==> src/rtl/enc_pkg.sv <==
// rtl/enc_pkg.sv - shared widths, symbol record and feeder state encoding
package enc_pkg;

    localparam int RANGE_W = 16;
    localparam int SYM_W   = 4;
    localparam int NSYMS_W = 5;

    // Symbol record, shared with Stage 1.
    typedef struct packed {
        logic [RANGE_W-1:0] fl;
        logic [RANGE_W-1:0] fh;
        logic [SYM_W-1:0]   symbol;
        logic [NSYMS_W-1:0] nsyms;
        logic               bool;
        logic               last;
    } sym_rec_t;

    localparam int SYM_REC_W = $bits(sym_rec_t);

    typedef enum logic [1:0] {
        FEED_RUN   = 2'd0,
        FEED_DRAIN = 2'd1,
        FEED_DONE  = 2'd2
    } feed_state_t;

endpackage

==> src/rtl/sync_fifo_sa.sv <==
// rtl/sync_fifo_sa.sv - show-ahead synchronous FIFO
// Ports:
//   clk, reset        clock, asynchronous active-high reset (pointers/count only)
//   push, wdata       write request and data; ignored when full
//   pop               read request; ignored when empty
//   rdata             head entry, combinational from the read pointer
//   count             occupancy 0..DEPTH
//   full, empty       occupancy flags
module sync_fifo_sa #(
    parameter int DEPTH = 16,
    parameter int W     = 8
) (
    input  logic                     clk,
    input  logic                     reset,
    input  logic                     push,
    input  logic [W-1:0]             wdata,
    input  logic                     pop,
    output logic [W-1:0]             rdata,
    output logic [$clog2(DEPTH):0]   count,
    output logic                     full,
    output logic                     empty
);
    import enc_pkg::*;

    localparam int AW = $clog2(DEPTH);

    logic [W-1:0]  mem [DEPTH];
    logic [AW-1:0] wr_ptr;
    logic [AW-1:0] rd_ptr;
    logic          do_push;
    logic          do_pop;

    assign full    = (count == (AW+1)'(DEPTH));
    assign empty   = (count == '0);
    assign do_push = push & ~full;
    assign do_pop  = pop & ~empty;
    assign rdata   = mem[rd_ptr];

    // Storage is deliberately not reset; contents are only meaningful below count.
    always_ff @(posedge clk) begin
        if (do_push) begin
            mem[wr_ptr] <= wdata;
        end
    end

    // DEPTH is a power of two, so pointers wrap naturally.
    always_ff @(posedge clk or posedge reset) begin
        if (reset) begin
            wr_ptr <= '0;
            rd_ptr <= '0;
            count  <= '0;
        end else begin
            if (do_push) begin
                wr_ptr <= wr_ptr + AW'(1);
            end
            if (do_pop) begin
                rd_ptr <= rd_ptr + AW'(1);
            end
            case ({do_push, do_pop})
                2'b10:   count <= count + (AW+1)'(1);
                2'b01:   count <= count - (AW+1)'(1);
                default: count <= count;
            endcase
        end
    end

endmodule

==> src/rtl/input_symbol_feeder.sv <==
// rtl/input_symbol_feeder.sv - buffers symbol records and issues one per load_en
// Ports:
//   clk, reset                 clock, asynchronous active-high reset
//   in_valid/in_ready, in_*    host record handshake and fields
//   load_en                    Stage 1 capture strobe (pipeline_reg_1_2)
//   out_valid, out_*           FIFO head record (show-ahead)
//   fifo_count                 occupancy
//   bubble_cnt                 saturating count of load_en strobes seen with an empty FIFO
//   stream_done                one-cycle pulse after the last record is issued
module input_symbol_feeder
    import enc_pkg::*;
#(
    parameter int DEPTH   = 16,
    parameter int SYM_W   = enc_pkg::SYM_W,
    parameter int RANGE_W = enc_pkg::RANGE_W,
    parameter int BUB_W   = 16
) (
    input  logic                     clk,
    input  logic                     reset,
    input  logic                     in_valid,
    output logic                     in_ready,
    input  logic [RANGE_W-1:0]       in_fl,
    input  logic [RANGE_W-1:0]       in_fh,
    input  logic [SYM_W-1:0]         in_symbol,
    input  logic [NSYMS_W-1:0]       in_nsyms,
    input  logic                     in_bool,
    input  logic                     in_last,
    input  logic                     load_en,
    output logic                     out_valid,
    output logic [RANGE_W-1:0]       out_fl,
    output logic [RANGE_W-1:0]       out_fh,
    output logic [SYM_W-1:0]         out_symbol,
    output logic [NSYMS_W-1:0]       out_nsyms,
    output logic                     out_bool,
    output logic                     out_last,
    output logic [$clog2(DEPTH):0]   fifo_count,
    output logic [BUB_W-1:0]         bubble_cnt,
    output logic                     stream_done
);

    localparam int REC_W = 2*RANGE_W + SYM_W + NSYMS_W + 2;

    feed_state_t      state;
    feed_state_t      state_nxt;
    logic [REC_W-1:0] wr_rec;
    logic [REC_W-1:0] rd_rec;
    logic             push;
    logic             pop;
    logic             full;
    logic             empty;

    assign wr_rec = {in_fl, in_fh, in_symbol, in_nsyms, in_bool, in_last};
    assign {out_fl, out_fh, out_symbol, out_nsyms, out_bool, out_last} = rd_rec;

    // No bypass: a pop in the same cycle as full does not open in_ready.
    assign in_ready    = (state == FEED_RUN) & ~full;
    assign out_valid   = ~empty;
    assign push        = in_valid & in_ready;
    assign pop         = load_en & out_valid;
    assign stream_done = (state == FEED_DONE);

    sync_fifo_sa #(
        .DEPTH (DEPTH),
        .W     (REC_W)
    ) u_fifo (
        .clk   (clk),
        .reset (reset),
        .push  (push),
        .wdata (wr_rec),
        .pop   (pop),
        .rdata (rd_rec),
        .count (fifo_count),
        .full  (full),
        .empty (empty)
    );

    always_ff @(posedge clk or posedge reset) begin
        if (reset) begin
            state <= FEED_RUN;
        end else begin
            state <= state_nxt;
        end
    end

    always_comb begin
        state_nxt = state;
        case (state)
            FEED_RUN:   if (push && in_last)  state_nxt = FEED_DRAIN;
            FEED_DRAIN: if (pop && out_last)  state_nxt = FEED_DONE;
            FEED_DONE:  state_nxt = FEED_RUN;
            default:    state_nxt = FEED_RUN;
        endcase
    end

    // A bubble is a load_en strobe that finds nothing to issue; the counter holds at all-ones.
    always_ff @(posedge clk or posedge reset) begin
        if (reset) begin
            bubble_cnt <= '0;
        end else if (load_en && empty && (bubble_cnt != '1)) begin
            bubble_cnt <= bubble_cnt + BUB_W'(1);
        end
    end

endmodule

==> config.mk <==
export PLATFORM = sky130hd
export DESIGN_NAME = input_symbol_feeder
export DESIGN_NICKNAME = d
export VERILOG_FILES = /design/src/rtl/enc_pkg.sv /design/src/rtl/sync_fifo_sa.sv /design/src/rtl/input_symbol_feeder.sv
export SDC_FILE = /design/constraint.sdc
export NUM_CORES = 1
export LEC_CHECK = 0
export BUFFER_PORTS_ARGS = -buffer_cell sky130_fd_sc_hd__buf_4
export CAP_MARGIN = 10
export CORE_ASPECT_RATIO = 1.4
export CORE_MARGIN = 3
export CORE_UTILIZATION = 30
export CTS_BUF_LIST = sky130_fd_sc_hd__clkbuf_4 sky130_fd_sc_hd__clkbuf_8 sky130_fd_sc_hd__clkbuf_16
export DETAILED_ROUTE_END_ITERATION = 6
export PLACE_DENSITY = 0.45
export SLEW_MARGIN = 20
export SYNTH_ARGS = -nofsm -noshare
export SYNTH_HDL_FRONTEND = slang
export SYNTH_SLANG_ARGS = --single-unit
export TNS_END_PERCENT = 1
==> constraint.sdc <==
create_clock -name clk -period 7.2 [get_ports clk]
set_input_delay 0.36 -clock clk [delete_from_list [all_inputs] [get_ports clk]]
set_output_delay 0.36 -clock clk [all_outputs]
set_load 0.01 [all_outputs]
==> qor.txt, run 1 <==
========================================================================================
Relative max-transition margin ............................................        0.276
Remaining Overflow, GRT ...................................................            0
Highest ir drop seen on vdd ...............................................     0.338 mV
Number of rows created at floorplan .......................................          130
Type of the most critical hold path ....................................... input port to register
Setup repair after global routing missed its margin .......................           no
CTS sink cnt ..............................................................          719
Clock transition at the registers of the reported paths ...................      0.06 ns
Total count of hold-check failures in the final report ....................            0
Number of enable-type register cells in the synthesized netlist ...........          688
Period utilisation layout .................................................        0.556
Leakage dissipation .......................................................      10.2 nW
First-pass GRT wire length ................................................     95400 um
GRT Overall Usage .........................................................        0.140
Worst path slowest cell ................................................... sky130_fd_sc_hd__dfrtp_4
Layout Skew ...............................................................    0.0201 ns
Antenna violations before repair ..........................................            6
Power per cell area .......................................................  382 mW/mm^2
Area growth, synth to finish ..............................................        17.1%
Clock tree from TritonCTS .................................................        built
Number of port buffers ....................................................          113
Area inside the core boundary ............................................. 0.0903 sq mm
Flip-flop cell with the highest count after synthesis ..................... sky130_fd_sc_hd__edfxtp_1
Overall die width .........................................................       262 um
Number of warning messages in the yosys log ...............................            0
Share of the synthesized area in the top cell type ........................        0.752
Post-route cell area ...................................................... 0.0322 sq mm
Count of different cell masters after synthesis ...........................           41
Dpl cells .................................................................         2388
Max Cap Viol ..............................................................            0
Total half-perimeter wirelength after legalization and detailed placement .     31300 um
# H-tree levels ...........................................................            3
Synthesized net count .....................................................         1184
Post-CTS Resized ..........................................................            0
Number of buffers on the longest clock path ...............................            3
Worst setup SP type .......................................................     register
Fillers ...................................................................         8309
Die Y-Extent ..............................................................       364 um
CP Data Required Time .....................................................      6.84 ns
Average wire per standard cell ............................................      25.9 um
Most repeated library cell on the critical path ........................... sky130_fd_sc_hd__mux4_2
Instance area after placement ............................................. 0.0298 sq mm
Cell area after synthesis ................................................. 0.0275 sq mm
Syn Inst Count ............................................................         1127
Number of buffers created by CTS ..........................................           75
DRT iter0 DRCs ............................................................          795
Fraction of the yosys area taken by sequential cells ......................        0.780
Number of nets at the end of the flow .....................................         1335
Dominant cells by area after synthesis .................................... sky130_fd_sc_hd__edfxtp_1, sky130_fd_sc_hd__mux4_2, sky130_fd_sc_hd__dfrtp_1
P_sw ......................................................................      3.49 mW
Post-layout minimum cycle time ............................................      4.00 ns
Maximum fanout along the worst path .......................................          106
Insertion delay to the later sink of the worst-skew pair ..................      0.60 ns
Setup violation total in the final timing report ..........................            0
Combinational group share of total power ..................................        0.270
Final wirelength ..........................................................     65300 um
Gp weighted congestion ....................................................        0.674
Via count .................................................................        12100
Via density per instance ..................................................         4.78
Number of setup buffers added after CTS ...................................            0
Initial standard-cell utilization of the core .............................        0.304
#FFs+latches synth ........................................................          719
Layout cells sized above 1 ................................................        0.369
Sw frac ...................................................................        0.284
Pins Over Slew Limit ......................................................            0
CTS Root Buffer Type ...................................................... sky130_fd_sc_hd__clkbuf_16
CP max stage delay ........................................................      0.82 ns
Count of TritonRoute iterations in the first routing pass .................            4
Setup crit end kind .......................................................  output port
Number of nets with antenna violations after routing ......................            0
Internal ..................................................................      8.80 mW
Yosys top cell by area .................................................... sky130_fd_sc_hd__edfxtp_1
Power share of the sequential group .......................................        0.427
Clk network pwr share .....................................................        0.303
Cell chain of the critical path ........................................... buf_12 -> mux4_2 -> mux4_2 -> buf_4
Outcome ................................................................... complete, no violations
Maximum clock rate ........................................................    0.250 GHz
Number of design rule violations left after detail routing ................            0
Dominant cell by count in the synthesized netlist ......................... sky130_fd_sc_hd__edfxtp_1
Fraction of the core area covered by cells at the end of the flow .........        0.356
Fraction of registers with async set or reset after synthesis .............       0.0431
Worst Max-Slew Pin Slew ...................................................      1.09 ns
Top Ports .................................................................          114
Average instance area after synthesis .....................................   24.4 sq um
Final Instance Count excl. Fillers ........................................         2525
Area of the die ........................................................... 0.0953 sq mm
Critical path arrival .....................................................      3.64 ns
Final-layout setup total negative slack ...................................         0 ns
Ranking of synthesized cells by instance count ............................ sky130_fd_sc_hd__edfxtp_1, sky130_fd_sc_hd__mux4_2, sky130_fd_sc_hd__dfrtp_1
Vias in the first global route ............................................        13600
Largest net degree at the start of global routing .........................          129
Type of the worst setup path .............................................. register to output port
========================================================================================
## repair_timing
action / CTS / global route
hold endpoints to repair: 31 / 0
hold buffers: 1 / 0
setup endpoints to repair: 0 / 0
## critical path, delay by kind of cell (launching register included)
family   cells  cell delay (ns)
buf+inv      2             0.89
flops        1             0.82
mux          2             1.17
## power groups by stage
stage	Clock [mW]	Combinational, mW	Sequential, mW
CTS	3.84	3.48	5.27
global placement	0	3.46	5.34
finish	3.72	3.32	5.25
floorplan	0	2.34	5.07
global route	4.01	3.61	5.29
detailed placement	0	3.47	5.36
## per-layer routing
layer	GRT usage	share of wire
met3	0.0255	0.043
met2	0.248	0.53
met4	0.0384	0.016
met5	0	0.00070
met1	0.175	0.41
## flip-flops by register name (all words and copies together), names as in the netlist
name,flops
bubble_cnt,16
state,2
u_fifo.count,5
u_fifo.mem,688
u_fifo.rd_ptr,4
u_fifo.wr_ptr,4
## path summary, 6_finish.rpt
path,startpoint,to,slack [ns],cells past startpoint
worst max-delay path,u_fifo.rd_ptr[0]$_DFFE_PP0P_,out_fl[11],3.20,4
worst min-delay path,in_fh[14],u_fifo.mem[6][25]$_DFFE_PP_,0.06,1
worst max register to register,u_fifo.count[1]$_DFFE_PP0P_,u_fifo.count[4]$_DFFE_PP0P_,3.82,11
worst min register to register,bubble_cnt[15]$_DFFE_PP0P_,bubble_cnt[15]$_DFFE_PP0P_,0.51,1
max in group asynchronous,reset,u_fifo.rd_ptr[2]$_DFFE_PP0P_,6.42,4
min in group asynchronous,reset,bubble_cnt[7]$_DFFE_PP0P_,0.41,4
## cell type report
cell class              count  area, sq um  area share
clock buffers             101         2140      0.0666
repair buffers            128          988      0.0307
multi-input cells         341         5830       0.181
inverters                  13         48.8     0.00152
clock inverters            32          210     0.00654
diodes                      3         7.51    0.000233
well taps                1188         1490      0.0462
flip-flops and latches    719        21500       0.667
## cell families (layout without fill, tap and decap cells)
| group | Yosys count | count (layout) | synth area share |
|---|---|---|---|
| other | 0 | 3 | 0 |
| xor gates and xnor gates | 27 | 27 | 0.00861 |
| muxes | 218 | 218 | 0.177 |
| DFF | 719 | 719 | 0.780 |
| buffers and inverters | 67 | 274 | 0.0101 |
| AOI/OAI and AO/OA | 19 | 19 | 0.00528 |
| adders and majority gates | 10 | 10 | 0.00456 |
| and+or+nand+nor | 67 | 67 | 0.0140 |
## per-stage QoR
stage | setup WS [ns] | hold slack, ns | power [mW]
2_1_floorplan | 1.17 | 0.459 | 7.41
3_3_place_gp | 3.71 | 0.487 | 8.80
3_5_place_dp | 3.72 | 0.497 | 8.82
4_1_cts | 3.04 | 0.00615 | 12.6
5_1_grt | 2.91 | 0.0462 | 12.9
6_report | 3.20 | 0.0564 | 12.3
## placed cells by master (no fill, tap or decap), types with 2 or more instances in the layout
master / instances
sky130_fd_sc_hd__inv_1: 13
sky130_fd_sc_hd__nor4_2: 4
sky130_fd_sc_hd__nor2_1: 13
sky130_fd_sc_hd__nor2_4: 4
sky130_fd_sc_hd__clkinv_2: 13
sky130_fd_sc_hd__nand2_1: 11
sky130_fd_sc_hd__nor2b_1: 2
sky130_fd_sc_hd__mux2_2: 3
sky130_fd_sc_hd__ha_1: 10
sky130_fd_sc_hd__mux4_2: 214
sky130_fd_sc_hd__dfrtp_4: 4
sky130_fd_sc_hd__clkinv_1: 12
sky130_fd_sc_hd__xor2_1: 12
sky130_fd_sc_hd__bufinv_16: 2
sky130_fd_sc_hd__buf_12: 2
sky130_fd_sc_hd__a21o_1: 2
sky130_fd_sc_hd__dfrtp_1: 27
sky130_fd_sc_hd__diode_2: 3
sky130_fd_sc_hd__and3_1: 3
sky130_fd_sc_hd__clkbuf_16: 79
sky130_fd_sc_hd__clkbuf_4: 22
sky130_fd_sc_hd__o21ai_0: 4
sky130_fd_sc_hd__edfxtp_1: 688
sky130_fd_sc_hd__buf_4: 125
sky130_fd_sc_hd__a211oi_1: 2
sky130_fd_sc_hd__xnor2_1: 15
sky130_fd_sc_hd__a21oi_1: 4
sky130_fd_sc_hd__clkinvlp_4: 3
sky130_fd_sc_hd__nand3_1: 3
sky130_fd_sc_hd__and2_4: 8
sky130_fd_sc_hd__nand4_1: 9
Power figures use the tool's default switching activity.
==> run 2: changes to the inputs <==
Settings changed: ABC_AREA set to 1, PLACE_DENSITY 0.45 to 0.46.
Clock period 7.2 ns to 3.3 ns, I/O delays scaled along.
==> qor.txt, run 2 <==
========================================================================================
Number of nets with antenna violations after routing ......................            0
Final wirelength ..........................................................     78200 um
Combinational group share of total power ..................................        0.347
Dominant cells by area after synthesis .................................... sky130_fd_sc_hd__edfxtp_1, sky130_fd_sc_hd__o21ai_0, sky130_fd_sc_hd__nor2_1
CP Data Required Time .....................................................      3.13 ns
Worst setup SP type .......................................................     register
Hold slack final ..........................................................     0.178 ns
Total half-perimeter wirelength after legalization and detailed placement .     41100 um
GRT Overall Usage .........................................................        0.158
Share of the synthesized area in the top cell type ........................        0.723
Synthesized net count .....................................................         2193
Register with the most flip-flops .........................................   u_fifo.mem
Vias in the first global route ............................................        17700
Average instance area after synthesis .....................................   13.4 sq um
Area inside the core boundary ............................................. 0.0942 sq mm
Largest registers ......................................................... u_fifo.mem x688, bubble_cnt x16, u_fifo.count x5
Most repeated library cell on the critical path ........................... sky130_fd_sc_hd__buf_4
Clock transition at the registers of the reported paths ...................      0.06 ns
Number of port buffers ....................................................          113
Area growth, synth to finish ..............................................        17.8%
Remaining Overflow, GRT ...................................................            0
Clk network pwr share .....................................................        0.265
Power share of the sequential group .......................................        0.387
Total power ...............................................................      28.9 mW
Type of the most critical hold path ....................................... input port to asynchronous set/reset pin
Number of buffers on the longest clock path ...............................            3
Sw frac ...................................................................        0.362
#FFs+latches synth ........................................................          719
Leakage dissipation .......................................................      11.0 nW
DRT iter0 DRCs ............................................................         1022
Place WS ..................................................................     0.700 ns
Worst path slowest cell ................................................... sky130_fd_sc_hd__dfrtp_4
Setup crit end kind .......................................................  output port
Cell area after synthesis ................................................. 0.0286 sq mm
Gp weighted congestion ....................................................        0.786
Average wire per standard cell ............................................      22.1 um
Cell chain of the critical path ........................................... inv_4 -> buf_4 -> o21ai_0 -> o221ai_1 -> nand3_1 -> nand2_1 -> buf_4
Ranking of synthesized cells by instance count ............................ sky130_fd_sc_hd__edfxtp_1, sky130_fd_sc_hd__nor2_1, sky130_fd_sc_hd__o21ai_0
Number of design rule violations left after detail routing ................            0
Number of nets at the end of the flow .....................................         2332
Most common library cell in the layout ignoring fill and taps ............. sky130_fd_sc_hd__edfxtp_1
Number of warning messages in the yosys log ...............................            0
CTS Root Buffer Type ...................................................... sky130_fd_sc_hd__clkbuf_16
Insertion delay to the later sink of the worst-skew pair ..................      0.62 ns
Worst Max-Slew Pin Slew ...................................................     0.888 ns
Initial standard-cell utilization of the core .............................        0.303
Type of the worst setup path .............................................. register to output port
Pins Over Slew Limit ......................................................            0
Antenna violations before repair ..........................................            5
Setup repair after global routing missed its margin .......................           no
Via count .................................................................        17800
First-pass GRT wire length ................................................    117000 um
Overall die width .........................................................       267 um
Count of TritonRoute iterations in the first routing pass .................            5
Setup violation total in the final timing report ..........................            0
Fraction of registers with async set or reset after synthesis .............       0.0431
Fraction of the yosys area taken by sequential cells ......................        0.750
Count of different cell masters after synthesis ...........................           30
# H-tree levels ...........................................................            3
Outcome ................................................................... complete, no violations
Final-layout setup total negative slack ...................................         0 ns
Maximum clock rate ........................................................    0.340 GHz
Area of the die ........................................................... 0.0990 sq mm
P_sw ......................................................................      10.5 mW
Commonest cells after routing, fill and taps aside ........................ sky130_fd_sc_hd__edfxtp_1, sky130_fd_sc_hd__nor2_1, sky130_fd_sc_hd__o21ai_0
Power per cell area .......................................................  858 mW/mm^2
Number of setup buffers added after CTS ...................................            0
Highest ir drop seen on vdd ...............................................     0.749 mV
Relative max-transition margin ............................................        0.408
Internal ..................................................................      18.4 mW
Worst setup slack after layout ............................................     0.359 ns
Layout cells sized above 1 ................................................        0.133
CTS sink cnt ..............................................................          719
Number of flip-flops in the largest register ..............................          688
Period utilisation layout .................................................        0.891
Max Cap Viol ..............................................................            0
Die Y-Extent ..............................................................       371 um
Dominant cell by count in the synthesized netlist ......................... sky130_fd_sc_hd__edfxtp_1
CP max stage delay ........................................................      0.57 ns
Critical path arrival .....................................................      2.78 ns
Largest net degree at the start of global routing .........................          129
Top Ports .................................................................          114
Clock tree from TritonCTS .................................................        built
Syn Inst Count ............................................................         2136
Number of buffers created by CTS ..........................................           69
Flip-flop cell with the highest count after synthesis ..................... sky130_fd_sc_hd__edfxtp_1
Post-layout minimum cycle time ............................................      2.94 ns
Via density per instance ..................................................         5.02
Fraction of the core area covered by cells at the end of the flow .........        0.357
Layout Skew ...............................................................    0.0205 ns
Total count of hold-check failures in the final report ....................            0
Maximum fanout along the worst path .......................................           29
Number of rows created at floorplan .......................................          133
Number of enable-type register cells in the synthesized netlist ...........          688
Yosys top cell by area .................................................... sky130_fd_sc_hd__edfxtp_1
========================================================================================
run 2: cell type report:
class	instances	area, sq um
Clock buffer	91	1930
Clock inverter	30	223
Timing Repair Buffer	211	2000
Inverter	48	190
Tap cell	1215	1520
Fill cell	9090	60500
Multi-Input combinational cell	1226	6350
Antenna cell	2	5.00
Sequential cell	719	21400
run 2: cells by family after synthesis:
kind of cell | count (synthesis) | synth area share
AO/OA/AOI/OAI | 572 | 0.121
XOR/XNOR | 22 | 0.00674
adder cells (fa/ha/maj) | 10 | 0.00438
buffers and inverters | 191 | 0.0318
flip-flops | 719 | 0.750
AND/OR/NAND/NOR | 622 | 0.0859
run 2: metal layers:
metal / vias up / track usage / routed length (um)
met5: - / 0 / 0
met3: 95 / 0.0236 / 3490
li1: 8223 / - / -
met2: 449 / 0.278 / 39800
met4: 0 / 0.0404 / 1330
met1: 9009 / 0.203 / 33500
run 2: path summary, 6_finish.rpt:
path	startpoint	to	slack (ns)	cells after the start
setup reg to reg	u_fifo.count[0]$_DFFE_PP0P_	u_fifo.mem[4][16]$_DFFE_PP_	0.70	9
hold reg to reg	bubble_cnt[11]$_DFFE_PP0P_	bubble_cnt[11]$_DFFE_PP0P_	0.53	1
setup / recovery	u_fifo.rd_ptr[1]$_DFFE_PP0P_	out_bool	0.36	7
hold / removal	reset	bubble_cnt[11]$_DFFE_PP0P_	0.18	3
min in group clk	in_fh[14]	u_fifo.mem[2][25]$_DFFE_PP_	0.40	2
max in group asynchronous	reset	u_fifo.count[0]$_DFFE_PP0P_	2.59	4
run 2: metrics by stage:
| stage | instance area [sq um] | instances |
|---|---|---|
| floorplan | 28600 | 2136 |
| global placement | 31000 | 3373 |
| detailed placement | 31000 | 3373 |
| CTS | 33700 | 3540 |
| global route | 33700 | 3540 |
| finish | 33700 | 3542 |
run 2: power groups by stage:
| stage | Sequential (mW) | Combinational [mW] | Clock, mW |
|---|---|---|---|
| finish | 11.2 | 10.0 | 7.67 |
| CTS | 11.2 | 10.3 | 7.91 |
| global placement | 11.4 | 10.2 | 0 |
| global route | 11.2 | 11.2 | 8.23 |
| detailed placement | 11.4 | 10.3 | 0 |
| floorplan | 11.2 | 6.11 | 0 |
run 2: what timing repair did:
action / 4_1_cts / 5_1_grt
gates resized for setup: 0 / 0
endpoints found under the hold margin: 716 / 0
hold buffers: 46 / 0
run 2: critical path, delay by kind of cell (launching register included):
family | cells | cell delay (ns)
flip-flops | 1 | 0.57
buffers and inverters | 3 | 0.91
AO/OA/AOI/OAI | 2 | 0.35
AND/OR/NAND/NOR | 2 | 0.33
==> run 3: changes to the inputs <==
Settings changed: RECOVER_POWER set to 100, SYNTH_HIERARCHICAL set to 1.
==> qor.txt, run 3 <==
=====================================================================================================
Dominant cell by count in the synthesized netlist ...................................... sky130_fd_sc_hd__nand2_1
Setup crit end kind ....................................................................  output port
Dominant cells by area after synthesis ................................................. sky130_fd_sc_hd__edfxtp_1, sky130_fd_sc_hd__nand2_1, sky130_fd_sc_hd__nand3_1
Period utilisation layout ..............................................................        0.916
Ranking of synthesized cells by instance count ......................................... sky130_fd_sc_hd__nand2_1, sky130_fd_sc_hd__edfxtp_1, sky130_fd_sc_hd__nor2_1
Fraction of registers with async set or reset after synthesis ..........................       0.0431
Average instance area after synthesis ..................................................   10.3 sq um
Syn Inst Count .........................................................................         2969
Clock transition at the registers of the reported paths ................................      0.06 ns
Fraction of the mapped netlist area in compound gates ..................................      0.00118
Layout cells sized above 1 .............................................................       0.0674
Yosys top cell by area ................................................................. sky130_fd_sc_hd__edfxtp_1
Outcome ................................................................................ complete, no violations
Number of setup buffers added after CTS ................................................            0
Number of nets at the end of the flow ..................................................         3195
Number of nets with antenna violations after routing ...................................            0
Share of the synthesized area in the top cell type .....................................        0.674
Most common library cell in the layout ignoring fill and taps .......................... sky130_fd_sc_hd__nand2_1
Worst Max-Slew Pin Slew ................................................................      1.12 ns
Post-Synth Simple-Gate Area ............................................................        0.233
Final wirelength .......................................................................     82200 um
Average wire per standard cell .........................................................      18.2 um
Insertion delay to the later sink of the worst-skew pair ...............................      0.65 ns
Post-layout minimum cycle time .........................................................      3.02 ns
Combinational group share of total power ...............................................        0.331
Family of cells with the greatest summed delay on the critical path .................... buffers and inverters
Overall die width ......................................................................       276 um
GRT Overall Usage ......................................................................        0.155
Register with the most flip-flops ......................................................   u_fifo/mem
Leakage dissipation ....................................................................      14.3 nW
Worst setup slack after layout .........................................................     0.277 ns
CP Data Required Time ..................................................................      3.13 ns
Most repeated library cell on the critical path ........................................ sky130_fd_sc_hd__nand2_1
Final-layout setup total negative slack ................................................         0 ns
Worst setup SP type ....................................................................     register
Dpl cells ..............................................................................         4343
Post-route cell area ................................................................... 0.0356 sq mm
Via density per instance ...............................................................         4.39
Vias in the first global route .........................................................        19700
# H-tree levels ........................................................................            3
Maximum fanout along the worst path ....................................................           44
Largest net degree at the start of global routing ......................................           89
Pins Over Slew Limit ...................................................................            0
Max Cap Viol ...........................................................................            0
Die Y-Extent ...........................................................................       384 um
Total count of hold-check failures in the final report .................................            0
Ant. Diodes ............................................................................            0
Setup slack on the worst flop-to-flop path .............................................      0.40 ns
Setup violation total in the final timing report .......................................            0
Antenna violations before repair .......................................................            0
Number of buffers on the longest clock path ............................................            3
Worst r2r src .......................................................................... u_fifo/count[0]$_DFFE_PP0P_
Area of the die ........................................................................  0.106 sq mm
Number of port buffers .................................................................          113
Startpoint of the most critical setup path ............................................. u_fifo/rd_ptr[0]$_DFFE_PP0P_
Commonest cells after routing, fill and taps aside ..................................... sky130_fd_sc_hd__nand2_1, sky130_fd_sc_hd__edfxtp_1, sky130_fd_sc_hd__inv_1
Power per cell area ....................................................................  809 mW/mm^2
P_sw ...................................................................................      10.6 mW
Worst path slowest cell ................................................................ sky130_fd_sc_hd__dfrtp_4
Proportion of synthesized area in mux cells ............................................            0
Gp weighted congestion .................................................................        0.761
Area growth, synth to finish ...........................................................        16.1%
Internal ...............................................................................      18.2 mW
Highest ir drop seen on vdd ............................................................     0.513 mV
Flip-flop cell with the highest count after synthesis .................................. sky130_fd_sc_hd__edfxtp_1
Number of rows created at floorplan ....................................................          138
Clock tree from TritonCTS ..............................................................        built
Number of design rule violations left after detail routing .............................            0
Post-synthesis share of cell area spent on full adders, half adders and majority gates .      0.00473
CTS Root Buffer Type ................................................................... sky130_fd_sc_hd__clkbuf_16
Relative max-transition margin .........................................................        0.254
Via count ..............................................................................        19800
CP max stage delay .....................................................................      0.73 ns
Initial standard-cell utilization of the core ..........................................        0.303
Number of enable-type register cells in the synthesized netlist ........................          688
Fraction of the yosys area taken by sequential cells ...................................        0.699
Dominant combinational cell family by area after synthesis ............................. simple AND/OR/NAND/NOR gates
Synth Area in XOR/XNOR .................................................................      0.00314
Total half-perimeter wirelength after legalization and detailed placement ..............     48900 um
Place WS ...............................................................................     0.519 ns
First-pass GRT wire length .............................................................    125000 um
Instance area after placement .......................................................... 0.0334 sq mm
Type of the most critical hold path .................................................... input port to asynchronous set/reset pin
Count of different cell masters after synthesis ........................................           29
Count of TritonRoute iterations in the first routing pass ..............................            6
Top Ports ..............................................................................          114
Cell area after synthesis .............................................................. 0.0307 sq mm
Number of flip-flops in the largest register ...........................................          688
Largest registers ...................................................................... u_fifo/mem x688, bubble_cnt x16, u_fifo/count x5
Maximum clock rate .....................................................................    0.331 GHz
Layout Skew ............................................................................    0.0341 ns
CTS sink cnt ...........................................................................          719
Area inside the core boundary ..........................................................  0.101 sq mm
Final Instance Count excl. Fillers .....................................................         4521
DRT iter0 DRCs .........................................................................         1055
#FFs+latches synth .....................................................................          719
Number of warning messages in the yosys log ............................................            6
Sw frac ................................................................................        0.369
Remaining Overflow, GRT ................................................................            0
Critical path arrival ..................................................................      2.86 ns
Synthesized net count ..................................................................         3027
Type of the worst setup path ........................................................... register to output port
Setup repair after global routing missed its margin ....................................           no
Hold slack final .......................................................................     0.241 ns
Clk network pwr share ..................................................................        0.286
Power share of the sequential group ....................................................        0.383
Number of buffers created by CTS .......................................................           75
Cell chain of the critical path ........................................................ clkinv_8 -> buf_6 -> nand2_1 -> nand3_1 -> nand3_1 -> nand2_1 -> nand2_1 -> clkbuf_1
Number of buffer and inverter stages on the critical path ..............................            3
=====================================================================================================
-- run 3: what timing repair did --
action / 4_1_cts / 5_1_grt
gates resized for setup: 0 / 2
endpoints found under the hold margin: 722 / 0
hold buffers: 47 / 0
endpoints found under the setup margin: 0 / 1
-- run 3: area by class of cell --
type	instances	area, sq um
inverters	298	1140
clock inverters	41	335
fillers	10300	65600
clock buffers	90	2010
flip-flops and latches	719	21400
well taps	1330	1660
multi-input cells	1818	7460
repair buffers	225	1540
-- run 3: final timing paths --
check | endpoint | cells after the start
worst max-delay path | out_nsyms[2] | 8
worst min-delay path | u_fifo/wr_ptr[2]$_DFFE_PP0P_ | 3
worst max register to register | u_fifo/mem[9][29]$_DFFE_PP_ | 10
worst min register to register | state[1]$_DFFE_PP0P_ | 3
max in group asynchronous | state[1]$_DFFE_PP0P_ | 3
min in group clk | state[1]$_DFFE_PP0P_ | 6
-- run 3: through the flow --
| stage | utilization | total power [mW] |
|---|---|---|
| 6_report | 0.352 | 28.8 |
| 5_1_grt | 0.352 | 30.8 |
| 4_1_cts | 0.358 | 30.0 |
| 3_5_place_dp | 0.330 | 21.6 |
| 3_3_place_gp | 0.330 | 21.6 |
| 2_1_floorplan | - | 17.3 |
-- run 3: tightest hold or removal path, delay by kind of cell --
family	cells	cell delay (ns)
buffers and inverters	3	1.20
-- run 3: layer usage --
metal  routed length, um  vias to the layer above  track usage  part of all wire
li1                    -                     9914            -                 -
met1               34600                     9518        0.186              0.42
met2               42800                      306        0.283              0.52
met3                2580                      110       0.0240             0.031
met4                2240                        0       0.0513             0.027
met5                   0                        -            0                 0
-- run 3: cells by family (layout without fill, tap and decap cells) --
| kind of cell | count (synthesis) | count (layout) |
|---|---|---|
| AND/OR/NAND/NOR | 1790 | 1790 |
| adder cells (fa/ha/maj) | 11 | 11 |
| buffers and inverters | 432 | 654 |
| XOR/XNOR | 11 | 11 |
| AO/OA/AOI/OAI | 6 | 6 |
| flip-flops | 719 | 719 |
-- run 3: power groups by stage --
stage / logic, mW / clock network (mW) / registers (mW)
after floorplan: 6.16 / 0 / 11.1
after global placement: 10.4 / 0 / 11.2
after CTS: 10.5 / 8.52 / 11.0
after detailed placement: 10.4 / 0 / 11.2
final: 9.53 / 8.24 / 11.0
after global routing: 10.9 / 8.84 / 11.1
